File: src/rtl/pattern_monitor.sv
// pattern_monitor: recovers direction, step and tick period of an up/down counter LED pattern,
// locks onto a steady counter and flags deviations. Stall watchdog: define PATTERN_MONITOR_WDOG_EN.
`timescale 1ns/1ps
module pattern_monitor #(
  parameter int PERIOD_BITS = 26,
  parameter int LOCK_COUNT  = 4,
  parameter int WDOG_MULT   = 4
) (
  input  logic                   clk,
  input  logic                   rst,
  input  logic                   en,
  input  logic [9:0]             pattern,
  output logic                   locked,
  output logic                   dir_up,
  output logic [9:0]             step,
  output logic [PERIOD_BITS-1:0] period,
  output logic                   fault,
  output logic                   fault_sticky
);

  // state   | meaning
  // IDLE    | disabled or just reset; gap held at 0
  // PRIME   | waiting for the first change to seed the reference
  // ACQUIRE | counting changes that match the reference
  // LOCKED  | steady counter seen; mismatches raise fault
  typedef enum logic [1:0] {IDLE, PRIME, ACQUIRE, LOCKED} state_t;

  localparam logic [PERIOD_BITS-1:0] GAP_MAX     = '1;
  localparam logic [PERIOD_BITS-1:0] GAP_ONE     = {{(PERIOD_BITS-1){1'b0}}, 1'b1};
  localparam logic [PERIOD_BITS-1:0] WDOG_MULT_V = PERIOD_BITS'(WDOG_MULT);
  localparam logic [3:0]             LOCK_LAST   = 4'(LOCK_COUNT - 1);

`ifdef PATTERN_MONITOR_WDOG_EN
  localparam bit WDOG_EN = 1'b1;
`else
  localparam bit WDOG_EN = 1'b0;
`endif

  state_t                   state, state_nxt;
  logic [9:0]               pat_q, last_q;
  logic [PERIOD_BITS-1:0]   gap;
  logic [3:0]               match_cnt;

  logic                     change;
  logic [9:0]               delta;
  logic                     meas_up;
  logic [9:0]               meas_step;
  logic                     meas_sat;
  logic [PERIOD_BITS-1:0]   meas_period;
  logic                     match;

  logic [2*PERIOD_BITS-1:0] wdog_prod;
  logic [PERIOD_BITS-1:0]   wdog_limit;
  logic                     wdog_hit;

  logic                     load_ref, cnt_clr, cnt_inc, fault_nxt, gap_clr, last_load;

  assign change      = pat_q != last_q;
  assign delta       = pat_q - last_q;
  // a half-scale jump of 512 is classified as up
  assign meas_up     = delta <= 10'd512;
  assign meas_step   = meas_up ? delta : 10'd0 - delta;
  assign meas_sat    = gap == GAP_MAX;
  assign meas_period = meas_sat ? GAP_MAX : gap + GAP_ONE;
  // a saturated interval is not a real period, so it never counts as a match
  assign match       = (meas_up == dir_up) && (meas_step == step) &&
                       (meas_period == period) && !meas_sat;

  assign wdog_prod  = {{PERIOD_BITS{1'b0}}, WDOG_MULT_V} * {{PERIOD_BITS{1'b0}}, period};
  assign wdog_limit = (|wdog_prod[2*PERIOD_BITS-1:PERIOD_BITS]) ? GAP_MAX
                                                                : wdog_prod[PERIOD_BITS-1:0];
  assign wdog_hit   = WDOG_EN && (gap >= wdog_limit);

  always_ff @(posedge clk) begin
    if (rst) state <= IDLE;
    else     state <= state_nxt;
  end

  always_comb begin
    state_nxt = state;
    if (!en) begin
      state_nxt = IDLE;
    end else begin
      case (state)
        IDLE:    state_nxt = PRIME;
        PRIME:   if (change) state_nxt = ACQUIRE;
        ACQUIRE: begin
          if (change && match && match_cnt == LOCK_LAST) state_nxt = LOCKED;
        end
        LOCKED: begin
          if (change) begin
            if (!match) state_nxt = ACQUIRE;
          end else if (wdog_hit) begin
            state_nxt = PRIME;
          end
        end
      endcase
    end
  end

  always_comb begin
    load_ref  = 1'b0;
    cnt_clr   = 1'b0;
    cnt_inc   = 1'b0;
    fault_nxt = 1'b0;
    gap_clr   = !en;
    last_load = 1'b0;
    if (en) begin
      case (state)
        IDLE: begin
          gap_clr   = 1'b1;
          last_load = 1'b1;
        end
        PRIME: begin
          if (change) begin
            load_ref  = 1'b1;
            cnt_clr   = 1'b1;
            gap_clr   = 1'b1;
            last_load = 1'b1;
          end
        end
        ACQUIRE: begin
          if (change) begin
            gap_clr   = 1'b1;
            last_load = 1'b1;
            if (match) begin
              cnt_inc = 1'b1;
            end else begin
              load_ref = 1'b1;
              cnt_clr  = 1'b1;
            end
          end
        end
        LOCKED: begin
          if (change) begin
            gap_clr   = 1'b1;
            last_load = 1'b1;
            if (!match) begin
              load_ref  = 1'b1;
              cnt_clr   = 1'b1;
              fault_nxt = 1'b1;
            end
          end else if (wdog_hit) begin
            // stalled bus: re-prime from the value already held in last_q
            fault_nxt = 1'b1;
            gap_clr   = 1'b1;
          end
        end
      endcase
    end
  end

  always_ff @(posedge clk) begin
    if (rst) begin
      pat_q        <= '0;
      last_q       <= '0;
      gap          <= '0;
      match_cnt    <= '0;
      locked       <= 1'b0;
      dir_up       <= 1'b1;
      step         <= '0;
      period       <= '0;
      fault        <= 1'b0;
      fault_sticky <= 1'b0;
    end else begin
      pat_q  <= pattern;
      locked <= state_nxt == LOCKED;
      fault  <= fault_nxt;
      if (fault_nxt) fault_sticky <= 1'b1;
      if (last_load) last_q <= pat_q;
      if (gap_clr)        gap <= '0;
      else if (!meas_sat) gap <= gap + GAP_ONE;
      if (cnt_clr)      match_cnt <= '0;
      else if (cnt_inc) match_cnt <= match_cnt + 4'd1;
      if (load_ref) begin
        dir_up <= meas_up;
        step   <= meas_step;
        period <= meas_period;
      end
    end
  end

endmodule

File: config.mk
export PLATFORM = sky130hd
export DESIGN_NAME = pattern_monitor
export DESIGN_NICKNAME = d
export VERILOG_FILES = /design/src/rtl/pattern_monitor.sv
export SDC_FILE = /design/constraint.sdc
export NUM_CORES = 1
export LEC_CHECK = 0
export ABC_AREA = 1
export CAP_MARGIN = 40
export CORE_MARGIN = 2
export CORE_UTILIZATION = 39
export CTS_CLUSTER_SIZE = 8
export DETAILED_ROUTE_END_ITERATION = 8
export PLACE_DENSITY_LB_ADDON = 0.3
export REMOVE_ABC_BUFFERS = 1
export SKIP_LAST_GASP = 1
export SLEW_MARGIN = 20
export SYNTH_ARGS = -nofsm -noshare
export SYNTH_HDL_FRONTEND = slang
export SYNTH_SLANG_ARGS = --single-unit
File: constraint.sdc
create_clock -name clk -period 4.3 [get_ports clk]
set_clock_uncertainty 0.05 [all_clocks]
set_input_delay 0.43 -clock clk [delete_from_list [all_inputs] [get_ports clk]]
set_output_delay 0.43 -clock clk [all_outputs]
set_load 0.03 [all_outputs]
### Word level (Yosys, flattened, before mapping)

Cells that the tools add are included.

| cells by class | value |
|---|---|
| equal/unequal tests | 10 |
| order comparisons | 1 |
| multiplexer cells | 24 |
| reduce and logical (&&, ||, !) cells | 12 |
| add/subtract/negate cells | 4 |

Operators with widths:

| cell | number |
|---|---|
| $add 26x1->26 const B | 1 |
| $eq 26x26->1 | 1 |
| $eq 26x26->1 const B | 1 |
| $mux 26 | 1 |
| $mux 1 | 13 |
| $eq 10x10->1 | 1 |
| $le 10x10->1 const B | 1 |
| $mux 10 | 1 |
| $mux 2 | 5 |
| $ne 10x10->1 | 1 |
| $sub 1x10->10 const A | 1 |
| $sub 10x10->10 | 1 |
| $pmux 2 s4 | 1 |
| $eq 2x2->1 const B | 3 |
| $pmux 1 s2 | 3 |
| $reduce_or 2->1 | 3 |
| $logic_and 1x1->1 | 5 |
| $add 4x1->4 const B | 1 |
| $eq 4x2->1 const B | 1 |
| $reduce_or 3->1 | 1 |
| $eq 2x1->1 const B | 1 |
| $logic_not 1->1 | 2 |
| $logic_not 2->1 | 1 |
| $eq 1x1->1 | 1 |

| word-level totals | value |
|---|---|
| logic and storage cells | 62 |
| flip-flop bits (word level) | 92 |

### Logic depth before layout (Yosys ltp)

| depth | value |
|---|---|
| depth in word-level cells | 13 |
| mapped depth | 25 |

### Worst setup path before layout

No wires, ideal clock.

| timing path | value |
|---|---|
| path type | register to register |
| start point | register pat_q[0] |
| end point | register period[6] |
| setup slack | 1.317 ns |
| arrival | 2.817 ns |
| required time | 4.134 ns |
| clock period less this slack | 2.983 ns |
| cell stages (with the launch flop) | 23 |
| cells stage by stage | dfxtp_1 -> inv_1 -> ha_1 -> fa_1 -> ha_1 -> inv_1 -> nor2_1 -> nand3_1 -> nor2_1 -> nand3_1 -> nand2_2 -> inv_1 -> nand2_1 -> nand2_1 -> nand2_1 -> nand3_1 -> nor2_1 -> nand3_1 -> nand2_2 -> inv_2 -> buf_2 -> nor2_1 -> nor2_1 |

| on the way | value |
|---|---|
| word-level cells in the longest chain between the ends | 11 |
| elaborated cells between the ends (all ways) | 15 |

RTL lines:

| item | RTL line | text |
|---|---|---|
| start, declared | 40 | `logic [9:0] pat_q, last_q;` |
| start signal, assigned | 166 | `pat_q <= pattern;` |
| $sub 10x10->10 | 59 | `assign delta = pat_q - last_q;` |
| $sub 1x10->10 or $le 10x10->1 (tied branches) | 62, 61 |  |
| $mux 10 | 62 | `assign meas_step = meas_up ? delta : 10'd0 - delta;` |
| $eq 10x10->1 | 66 | `assign match = (meas_up == dir_up) && (meas_step == step) &&` |
| $logic_and 1x1->1 (2 in a row) | 66 |  |
| $logic_and 1x1->1 | 67 | `(meas_period == period) && !meas_sat;` |
| $mux 1 | 126, 138 |  |
| $mux 1 | n/a |  |
| $pmux 1 s2 (*) | 109 | `case (state)` |
| $mux 1 (*) | 108 | `if (en) begin` |
| end signal, assigned | 178 | `period <= meas_period;` |
| end, declared | 16 | `output logic [PERIOD_BITS-1:0] period,` |

Mark *: on every way between the ends. The rest lies on a longest branch, timed or not.
A chain may end at the register's enable or synchronous reset.

### Worst setup path after layout

| timing path | value |
|---|---|
| start point | register gap[0] |
| end point | register period[0] |

| on the way | value |
|---|---|
| word-level cells in the longest chain between the ends | 9 |
| elaborated cells between the ends (all ways) | 11 |

RTL lines:

| item | RTL line | text |
|---|---|---|
| start, declared | 41 | `logic [PERIOD_BITS-1:0] gap;` |
| start signal, assigned | 172 | `else if (!meas_sat) gap <= gap + GAP_ONE;` |
| $add 26x1->26 or $eq 26x26->1 (tied branches) | 64, 63 |  |
| $mux 26 | 64 | `assign meas_period = meas_sat ? GAP_MAX : gap + GAP_ONE;` |
| $eq 26x26->1 | 67 |  |
| $logic_and 1x1->1 | 66 |  |
| $logic_and 1x1->1 | 67 |  |
| $mux 1 | 126, 138 |  |
| $mux 1 | n/a |  |
| $pmux 1 s2 | 109 |  |
| $mux 1 | 108 |  |

Parallel ways exist; a longest one is shown, timed or not.

==> out/metrics.yaml <==
worst_setup_path:
  critPathCaptureType: "flop"
  critPathMaxStageDelay_ns: 0.47
  cp.required_ns: 4.52
  cp_max_fo: 26
  arrival_ns: 3.85
  critPathTopFamily: "simple AND/OR/NAND/NOR gates"
  start_kind: "flop"
  path_class: "reg -> reg"
  cpMaxStageDelayCell: "dfxtp_1"
  path_cells: "ha_1 -> inv_1 -> nor2_4 -> nand2_2 -> nor2_2 -> nand2_2 -> buf_4 -> nand2_1 -> nand2_1 -> nand2_1 -> nand3_1 -> nor2_1 -> nand3_1 -> nor2_1 -> nand4_1 -> nor2_1 -> nand3_1 -> nand2_2 -> buf_4 -> o21ai_0 -> a21oi_1"
  crit_buf_inv: 3
power_and_ir_drop:
  p_sw_frac: 0.322
  power_density_nw_per_um2: 347
  p_switching_uw: 741
  p_clk_frac: 0.351
  p_int_uw: 1560
  p_comb_frac: 0.248
  p_leak_uw: 0.00315
  ir_drop_mv: 0.227
  seq_power_share: 0.401
clock_tree:
  cts_hold_buf: 0
  post_cts_buffers: 0
  cts_tree: "yes"
  numCtsBuffers: 9
  clkLatencyLatePin_ns: 0.35
  clock_path_buffers: 2
  cts-resized-gates: 0
  numClockSinks: 92
  clk_pin_slew_ns: 0.07
  cts_root_buffer: "clkbuf_16"
  htreeDepth: 3
logic_synthesis:
  yosysMostFrequentCell: "nand2_1"
  netlist_area_um2: 5660
  synth_edf_count: 0
  synthTopCellsByArea: "dfxtp_1, nand2_1, inv_1, nor2_1, nand3_1"
  ys_seq_elements: 92
  postSynthAreaPerCell_um2: 6.10
  yosysTopAreaCell: "dfxtp_1"
  ys.flop_type: "dfxtp_1"
  synth_top_area_share: 0.326
  yosysWarnings: 0
  synthTopCellsByCount: "nand2_1, inv_1, nor2_1, dfxtp_1, nand3_1"
  ys_types: 32
  async_flop_share: 0
  synthCells: 927
  ys_seq_area_frac: 0.326
drt:
  drt-vias-per-instance: 4.94
  drtIter0Drc: 490
  dr.pass1.iters: 5
  routedWlPerCell_um: 13.3
  wl_um: 15500
  ant_nets: 0
  vias: 5767
  drc: 0
timing:
  maxSlewViolCount: 0
  setup_viol: 0
  fin_ws_ns: 0.670
  period_minus_slack_ns: 3.63
  setup_tns_ns: 0
  slew_headroom: 0.521
  fin_crit_sh: 0.844
  hold_viol: 0
  max_freq_ghz: 0.276
  worst_pin_slew_ns: 0.717
  rsz0062_at_grt: "false"
layout:
  nets: 1004
  area_growth_syn_to_layout_pct: 17.5
  n_antenna_cell: 0
  drive_above_1_share: 0.0387
outcome:
  status: "completed"
placed_design:
  gp_congestion: 0.938
  io_buffers: 52
  dp_hpwl_um: 12200
  place_ws_ns: 0.729
hold_path:
  hp-class: "reg -> reg"
grt:
  grt_usage: 0.208
  grt_pass1_wl_um: 26200
  antenna_found_initial: 0
  grt_overflow: 0
  grt_pass1_vias: 5416
  grt_max_degree: 29
die:
  die_area_um2: 15500
  initial_core_util: 0.394
  die_width_um: 124
  rows: 44
  die_h_um: 124
  fp.coreArea_um2: 14400
  io_pins: 53
job:
  cap_violations: 0
[final cells by class]
type                    count  area (um^2)
inverters                 136          510
well taps                 184          230
clock inverters             4         48.8
fillers                  1502         7720
multi-input cells         678         3180
flip-flops and latches     92         1840
clock buffers              12          246
repair buffers             61          588
[power by group through the flow]
stage / Clock, uW / Combinational (uW) / Sequential, uW
finish: 809 / 571 / 923
global route: 869 / 648 / 928
CTS: 827 / 570 / 923
detailed placement: 0 / 568 / 943
global placement: 0 / 566 / 943
floorplan: 0 / 353 / 983
[final timing paths]
kind	cells past startpoint	endpoint	startpoint	slack [ns]
max	21	period[0]	gap[0]	0.67
min reg2reg	2	fault_sticky	fault_sticky	0.41
max reg2reg	21	period[0]	gap[0]	0.67
min	2	fault_sticky	fault_sticky	0.41
[cells by family after synthesis]
logic type,Yosys count,synth area share
xor gates and xnor gates,18,0.0279
DFF,92,0.326
and+or+nand+nor,535,0.404
buffers and inverters,157,0.112
adders and majority gates,13,0.0301
AOI/OAI and AO/OA,112,0.100
[state kept, by name (all words and copies together) (netlist names)]
name and cells:
gap 26, period 26, last_q 10, pat_q 10, step 10, match_cnt 4
state 2, dir_up 1, fault 1, fault_sticky 1, locked 1
[tightest hold or removal path, delay by kind of cell, from the launching register on]
| family | cells | cell delay [ns] |
|---|---|---|
| compound gates | 1 | 0.05 |
| flops | 1 | 0.33 |
| simple gates | 1 | 0.05 |
[cells in the final DEF, fill, tap and decap left out, types with 6 or more instances in the layout]
cell,Yosys,routed
dfxtp_1,92,92
o21ai_0,48,48
nand3b_1,14,14
ha_1,12,12
xor2_1,12,12
inv_1,135,135
clkdlybuf4s50_1,0,52
o21ai_1,8,8
buf_4,4,9
nand3_1,81,81
clkbuf_16,0,9
nand2_1,282,282
xnor2_1,6,6
a21oi_1,53,53
nand2_2,6,6
nand4_1,25,25
nor2_1,111,111
[metrics by stage]
step	power [uW]	hold slack, ns	cell area, um^2	std cells	util
final	2300	0.411	6650	1167	0.462
after global routing	2450	0.422	6650	1167	0.462
after global placement	1510	0.397	6350	1151	0.442
after detailed placement	1510	0.399	6350	1151	0.442
after CTS	2320	0.414	6650	1167	0.462
after floorplan	1340	0.385	5530	906	-
[per-layer routing]
metal  share of wire  wire, um  GRT usage
met3           0.045       703     0.0468
met4           0.024       370     0.0674
met1            0.45      7000      0.256
met5               0         0          0
met2            0.48      7450      0.359
(Power assumes the default switching activity.)
